===== config.mk =====
export PLATFORM = sky130hd
export DESIGN_NAME = btb_predictor
export DESIGN_NICKNAME = d
export VERILOG_FILES = /design/src/rtl/btb_predictor.sv
export SDC_FILE = /design/constraint.sdc
export NUM_CORES = 2
export LEC_CHECK = 0
export ABC_CLOCK_PERIOD_IN_PS = 7000
export CAP_MARGIN = 20
export CORE_MARGIN = 2
export CORE_UTILIZATION = 41
export CTS_CLUSTER_SIZE = 30
export DETAILED_ROUTE_END_ITERATION = 8
export PLACE_DENSITY = 0.61
export SLEW_MARGIN = 5
export SYNTH_ARGS = -nofsm -noshare
export SYNTH_HDL_FRONTEND = slang
export SYNTH_SLANG_ARGS = --single-unit

===== constraint.sdc =====
create_clock -name clk -period 7 [get_ports clk]
set_input_delay 1.4 -clock clk [delete_from_list [all_inputs] [get_ports clk]]
set_output_delay 1.4 -clock clk [all_outputs]
set_load 0.005 [all_outputs]

===== src/rtl/btb_predictor.sv =====
// Branch target buffer with 2-bit saturating direction counters for the IF stage.
// Trained from EX resolution feedback; lookup is combinational from table state.
module btb_predictor #(
  parameter int unsigned IDX_W = 6,
  parameter int unsigned XLEN  = 32
) (
  input  logic            clk,
  input  logic            rst,
  input  logic [XLEN-1:0] if_pc,
  output logic [XLEN-1:0] pred_npc,
  output logic            pred_taken,
  input  logic            upd_e,
  input  logic [XLEN-1:0] upd_pc,
  input  logic            upd_taken,
  input  logic [XLEN-1:0] upd_target,
  input  logic            upd_mispred,
  output logic [31:0]     br_cnt,
  output logic [31:0]     miss_cnt
);

  localparam int unsigned DEPTH = 1 << IDX_W;
  localparam int unsigned TAG_W = XLEN - IDX_W - 2;

  logic [DEPTH-1:0]       r_valid;
  logic [DEPTH-1:0][1:0]  r_ctr;
  logic [TAG_W-1:0]       r_tag    [DEPTH];
  logic [XLEN-1:0]        r_target [DEPTH];
  logic [31:0]            r_br_cnt;
  logic [31:0]            r_miss_cnt;

  logic [IDX_W-1:0]       w_rd_idx;
  logic [TAG_W-1:0]       w_rd_tag;
  logic                   w_rd_hit;
  logic [IDX_W-1:0]       w_up_idx;
  logic [TAG_W-1:0]       w_up_tag;
  logic                   w_up_hit;
  logic [3:0]             w_unused_lsb;

  assign w_unused_lsb = {if_pc[1:0], upd_pc[1:0]};

  // Fetch-side lookup; reset forces a fall-through prediction.
  assign w_rd_idx   = if_pc[IDX_W+1:2];
  assign w_rd_tag   = if_pc[XLEN-1:IDX_W+2];
  assign w_rd_hit   = r_valid[w_rd_idx] && (r_tag[w_rd_idx] == w_rd_tag);
  assign pred_taken = !rst && w_rd_hit && r_ctr[w_rd_idx][1];
  assign pred_npc   = pred_taken ? r_target[w_rd_idx] : if_pc + XLEN'(4);

  assign w_up_idx = upd_pc[IDX_W+1:2];
  assign w_up_tag = upd_pc[XLEN-1:IDX_W+2];
  assign w_up_hit = r_valid[w_up_idx] && (r_tag[w_up_idx] == w_up_tag);

  // Valid bits, direction counters and perf counters.
  always_ff @(posedge clk) begin
    if (rst) begin
      r_valid    <= '0;
      r_ctr      <= {DEPTH{2'b01}};
      r_br_cnt   <= 32'd0;
      r_miss_cnt <= 32'd0;
    end else if (upd_e) begin
      r_br_cnt <= r_br_cnt + 32'd1;
      if (upd_mispred) begin
        r_miss_cnt <= r_miss_cnt + 32'd1;
      end
      if (w_up_hit) begin
        if (upd_taken) begin
          if (r_ctr[w_up_idx] != 2'b11) begin
            r_ctr[w_up_idx] <= r_ctr[w_up_idx] + 2'd1;
          end
        end else if (r_ctr[w_up_idx] != 2'b00) begin
          r_ctr[w_up_idx] <= r_ctr[w_up_idx] - 2'd1;
        end
      end else if (upd_taken) begin
        r_valid[w_up_idx] <= 1'b1;
        r_ctr[w_up_idx]   <= 2'b10;
      end
    end
  end

  // Tag/target payload needs no reset; a taken resolution always (re)writes it.
  always_ff @(posedge clk) begin
    if (!rst && upd_e && upd_taken) begin
      r_tag[w_up_idx]    <= w_up_tag;
      r_target[w_up_idx] <= upd_target;
    end
  end

  assign br_cnt   = r_br_cnt;
  assign miss_cnt = r_miss_cnt;

endmodule


==> Word level (Yosys, flattened, before mapping) <==
Memory sizes are Yosys's and may differ from the RTL's.
Index checks and enable logic that the tools add are counted.
{ "word_totals": {"regBits": 256, "latchBits": 0, "ramBits": 3584, "romBits": 0, "out_inout_bits": 97, "elab_cells": 122, "memories": 2} }
{ "memory_table": {"columns": ["name", "depth", "width", "rd", "rd_clocked_by_memory_dff", "write_ports", "line_no", "rtl"], "rows": [
  ["r_target", 64, 32, 1, 0, 1, "27", "logic [XLEN-1:0] r_target [DEPTH];"],
  ["r_tag", 64, 24, 2, 0, 1, "26", "logic [TAG_W-1:0] r_tag [DEPTH];"]
]} }
{ "classes": {"n_addsub": 5, "mul": 0, "div_mod_pow": 0, "order_cmp": 3, "eq_ne": 4, "n_shift": 0, "n_mux": 22, "n_bitwise": 5, "reduce_logical": 14} }
{ "ops": {"columns": ["cell", "count"], "rows": [
  ["$mux 128", 5],
  ["$bwmux 128", 2],
  ["$or 64x64->64", 2],
  ["$add 32x1->32 const B", 2],
  ["$and 64x64->64", 1],
  ["$not 64->64", 1],
  ["$eq 24x24->1", 2],
  ["$add 32x3->32 const B", 1],
  ["$mux 32", 1],
  ["$bmux 2 s6", 2],
  ["$lt 6x7->1 const B", 2],
  ["$bmux 1 s6", 2],
  ["$demux 2 s6", 1],
  ["$logic_and 1x1->1", 7],
  ["$demux 1 s6", 1],
  ["$ge 6x1->1 const B", 1],
  ["$mux 2", 3],
  ["$reduce_bool 2->1", 3],
  ["$mux 1", 5],
  ["$reduce_and 4->1", 1],
  ["$ne 3x2->1 const B", 1],
  ["$reduce_and 3->1", 1],
  ["$add 2x1->2 const B", 1],
  ["$ne 2x2->1 const B", 1],
  ["4 further kinds", 4]
]} }

==> Logic depth before layout (Yosys ltp) <==
{ "logic_depth": {"word_depth": 8, "mapped_depth": 21, "mapped_depth_nobuf": 13} }

==> Worst setup path after synthesis <==
Ideal clock, no wire load.
{ "synth_timing": {"path_type": "in2out", "startpoint": "in if_pc[2]", "endpoint": "out pred_npc[10]", "t_arrival_ps": 5325, "t_required_ps": 5600, "setup_slack_ps": 275, "path_stages": 13, "n_path_buf": 9, "path_cell_list": "buf_2 > buf_4 > buf_4 > buf_2 > buf_2 > buf_2 > buf_4 > clkbuf_1 > buf_1 > mux4_2 > mux4_2 > mux4_2 > mux2_4"} }
{ "synth_via": {"elab_chain_cells": 6, "word_cells_on_any_way": 12, "cone_classes": "1 x add/sub; 1 x eq/ne; 5 x mux; 3 x reduce/logical; 2 x memory"} }
{ "synth_lines": {"columns": ["item", "line_no", "rtl"], "rows": [
  ["start, declared", "9", "input logic [XLEN-1:0] if_pc,"],
  ["$mem_v2 64x24 or $bmux 1 s6 (tied branches)", null, null],
  ["$eq 24x24->1 or $mux 1 (tied branches)", "44", "assign w_rd_hit = r_valid[w_rd_idx] && (r_tag[w_rd_idx] == w_rd_tag);"],
  ["$logic_and 1x1->1", "44", null],
  ["$logic_and 1x1->1 (2 in a row)", "45", "assign pred_taken = !rst && w_rd_hit && r_ctr[w_rd_idx][1];"],
  ["$mux 32 (*)", "46", "assign pred_npc = pred_taken ? r_target[w_rd_idx] : if_pc + XLEN'(4);"],
  ["end, declared", "10", "output logic [XLEN-1:0] pred_npc,"]
]} }
Every way passes the cells marked *; elsewhere a longest branch is shown, timed or not. The select of a mux whose other input is x is not followed.

==> Worst setup path in the final report <==
{ "layout_timing": {"startpoint": "in if_pc[2]", "endpoint": "out pred_npc[24]"} }
The elaborated chain is that of the path after synthesis.

==> impl_metrics.yaml <==
logic_synthesis:
  syn_nets: 8381
  synth_edf_count: 3584
  postSynth.asyncResetShare: 0
  ys_seq_area_frac: 0.694
  synth_ff_type: "edfxtp_1"
  syn_avg_cell_area_um2: 19.6
  synth_top_area_share: 0.663
  netlist_area_um2: 162000
  synth_cell_types: 76
  synth_area_leaders: "edfxtp_1 (66%), mux4_2 (18%), dfxtp_1 (3.2%)"
  yosysTopAreaCell: "edfxtp_1"
  ys.warnings.count: 0
  ys_ff_latch: 3840
  synthCells: 8275
layout:
  multi_input_comb_area_um2: 47800
  mostFrequentLayoutCell: "edfxtp_1"
  syn_to_final_growth_pct: 16.5
  fillers: 32100
  drive_above_1_share: 0.311
  nets: 8987
  seq_area_um2: 113000
  final_cell_mix: "edfxtp_1 (3584), mux4_2 (1327), buf_4 (404), clkbuf_16 (402), nor2_1 (322)"
route:
  avgViaCountPerCell: 6.66
  routedWlPerCell_um: 39.8
  drt_iter0_markers: 16800
  drc: 0
  routed_wl_um: 576000
  drt-pass1-iter-count: 6
  antenna_left: 0
  vias: 96400
timing:
  worst_pin_slew_ns: 1.33
  fmax_ghz: 0.136
  period_share: 1.05
  min_period_ns: 7.37
  drv_slew: 0
  hold_violations: 0
  setup-violations-final: 32
  fin_hold_ws_ns: 0.457
  setup_ws_ns: -0.373
  slew_headroom: 0.111
  rsz0062_at_grt: "true"
  fin_skew_ns: 0.0508
critical_path:
  cp.arrival_ns: 5.97
  cp-end-kind: "output port"
  r2r_slack_ns: 2.25
  crit_chain: "buf_16 -> buf_16 -> buf_4 -> buf_6 -> buf_6 -> mux4_2 -> mux4_2 -> mux4_2 -> xnor2_2 -> nand2_1 -> or4_4 -> or4_4 -> buf_12 -> buf_12 -> buf_6 -> mux2_4 -> buf_6"
  crit_top_cell: "buf_6"
  r2r-start: "r_tag[41][13]"
  cp_max_fo: 7
  cpPeakStageDelay_ns: 0.57
  worstSetupPathType: "in2out"
  critPathSlowestCell: "mux4_2"
  cp.required_ns: 5.60
  cp-startpoint: "if_pc[2]"
  cp-start-kind: "input pin"
  crit_buf_inv: 9
  path_delay_family: "multiplexers"
placement:
  pre_cts_slack_ns: -1.13
  portBuffers: 195
  gp_congestion: 0.928
  dp_hpwl_um: 321000
clock_tree:
  tritoncts: "yes"
  cts.path.max_buffers: 4
  root_buffer: "clkbuf_16"
  htreeDepth: 5
  worstSkewPairLatency_ns: 0.99
  clock-sinks: 3840
  numCtsBuffers: 393
  cts.clk_slew.worst_paths_ns: 0.06
pwr:
  vdd_drop_max_v: 0.000193
  pwr_density_cell_nw_per_um2: 262
  leakage_nw: 59.8
floorplan:
  coreArea_um2: 395000
  initial_core_util: 0.411
  chipHeight_um: 633
  rows: 231
  pin_count: 198
  die_w_um: 633
  dieArea_um2: 401000
min_path:
  hold_class: "reg2reg"
  min-delay-start: "r_ctr[40]"
global_routing:
  grt_max_degree: 145
  antenna_found_initial: 47
  grt_pass1_vias: 94300
  grtUsageTotal: 0.282
  overflow: 0
  grt_pass1_wl_um: 781000
status:
  violations: "setup timing"
  status: "finished, violations left"
run:
  drv_cap: 0
==> path summary, 6_finish.rpt <==
path | endpoint | cells after the start
max | pred_npc[24] | 17
min | r_ctr[40] | 1
max reg2reg | r_ctr[35] | 15
min reg2reg | r_ctr[40] | 1
==> kinds of logic (layout without fill, tap and decap cells) <==
kind of cell / after synthesis / after routing / share of synthesized area
xor gates and xnor gates: 127 / 127 / 0.00685
DFF: 3840 / 3840 / 0.694
muxes: 1758 / 1758 / 0.212
adders and majority gates: 5 / 5 / 0.000385
and+or+nand+nor: 993 / 993 / 0.0278
buffers and inverters: 625 / 1555 / 0.0161
AOI/OAI and AO/OA: 927 / 927 / 0.0423
other: 0 / 29 / 0
==> metrics by stage <==
step	setup TNS, ns	utilization	total power, mW	instance area, um^2	std cells
6_report	-8.45	0.479	49.6	189000	14500
5_1_grt	-7.41	0.479	50.7	189000	14500
4_1_cts	-13.19	0.478	49.8	189000	14400
3_5_place_dp	-35.09	0.445	28.9	176000	13700
3_3_place_gp	-41.22	0.444	28.9	175000	13700
2_1_floorplan	0	-	27.4	162000	8275
==> registers in the layout (all words and copies together), names as in the netlist <==
register and count:
r_target 2048, br_cnt 32, miss_cnt 32, r_tag 1536, r_ctr 128, r_valid 64
==> report_power, final <==
group | internal, mW | switching (mW) | total (mW)
Sequential | 25.1 | 0.0222 | 25.1
Combinational | 1.37 | 2.03 | 3.40
Clock | 12.0 | 9.11 | 21.1
Total | 38.5 | 11.2 | 49.6
==> Yosys cell counts, types with 8 or more instances <==
library cell / instances
a211o_1: 46
a211oi_1: 19
a21o_1: 24
a21oi_1: 75
a221o_1: 36
a221oi_1: 120
a222oi_1: 9
a22o_1: 26
a22oi_1: 154
a31oi_1: 87
a32oi_1: 65
and2_1: 9
and3_1: 26
and3b_1: 11
and4_1: 10
buf_1: 118
buf_2: 123
buf_4: 15
buf_6: 8
clkbuf_1: 347
dfxtp_1: 256
edfxtp_1: 3584
mux2_2: 81
mux2_4: 29
mux2i_1: 321
mux4_2: 1327
nand2_1: 271
nand3_1: 79
nand4_1: 42
nor2_1: 389
nor2b_1: 15
nor3_1: 67
nor3b_1: 8
nor4_1: 15
o211ai_1: 15
o21ai_0: 71
o22a_1: 9
o22ai_1: 106
o2bb2ai_1: 10
o31ai_1: 21
or3_1: 12
xnor2_1: 70
xor2_1: 57
==> area by class of cell <==
| type | count | share of cell area |
|---|---|---|
| Tap cell | 5242 | 0.0347 |
| Multi-Input combinational cell | 3810 | 0.253 |
| Inverter | 14 | 0.000364 |
| Clock buffer | 477 | 0.0547 |
| Timing Repair Buffer | 822 | 0.0485 |
| Antenna cell | 29 | 0.000384 |
| Clock inverter | 242 | 0.0125 |
| Sequential cell | 3840 | 0.596 |
==> per-layer routing <==
metal  global-route usage  vias to the layer above  share of wire
li1                     -                    36500              -
met1                0.365                    51000           0.36
met2                0.440                     7263           0.46
met3               0.0673                     1633           0.12
met4                0.159                       20          0.069
met5             0.000121                        -        0.00022
==> timing repair <==
| action | 4_1_cts | 5_1_grt |
|---|---|---|
| gates resized for setup | 183 | 36 |
| setup buffers | 20 | 3 |
| cloned | 5 | 3 |
| pin swaps | 5 | 8 |
| endpoints found under the setup margin | 33 | 33 |
| hold buffers | 0 | 0 |
No activity file was read; power rests on OpenSTA's default activity.
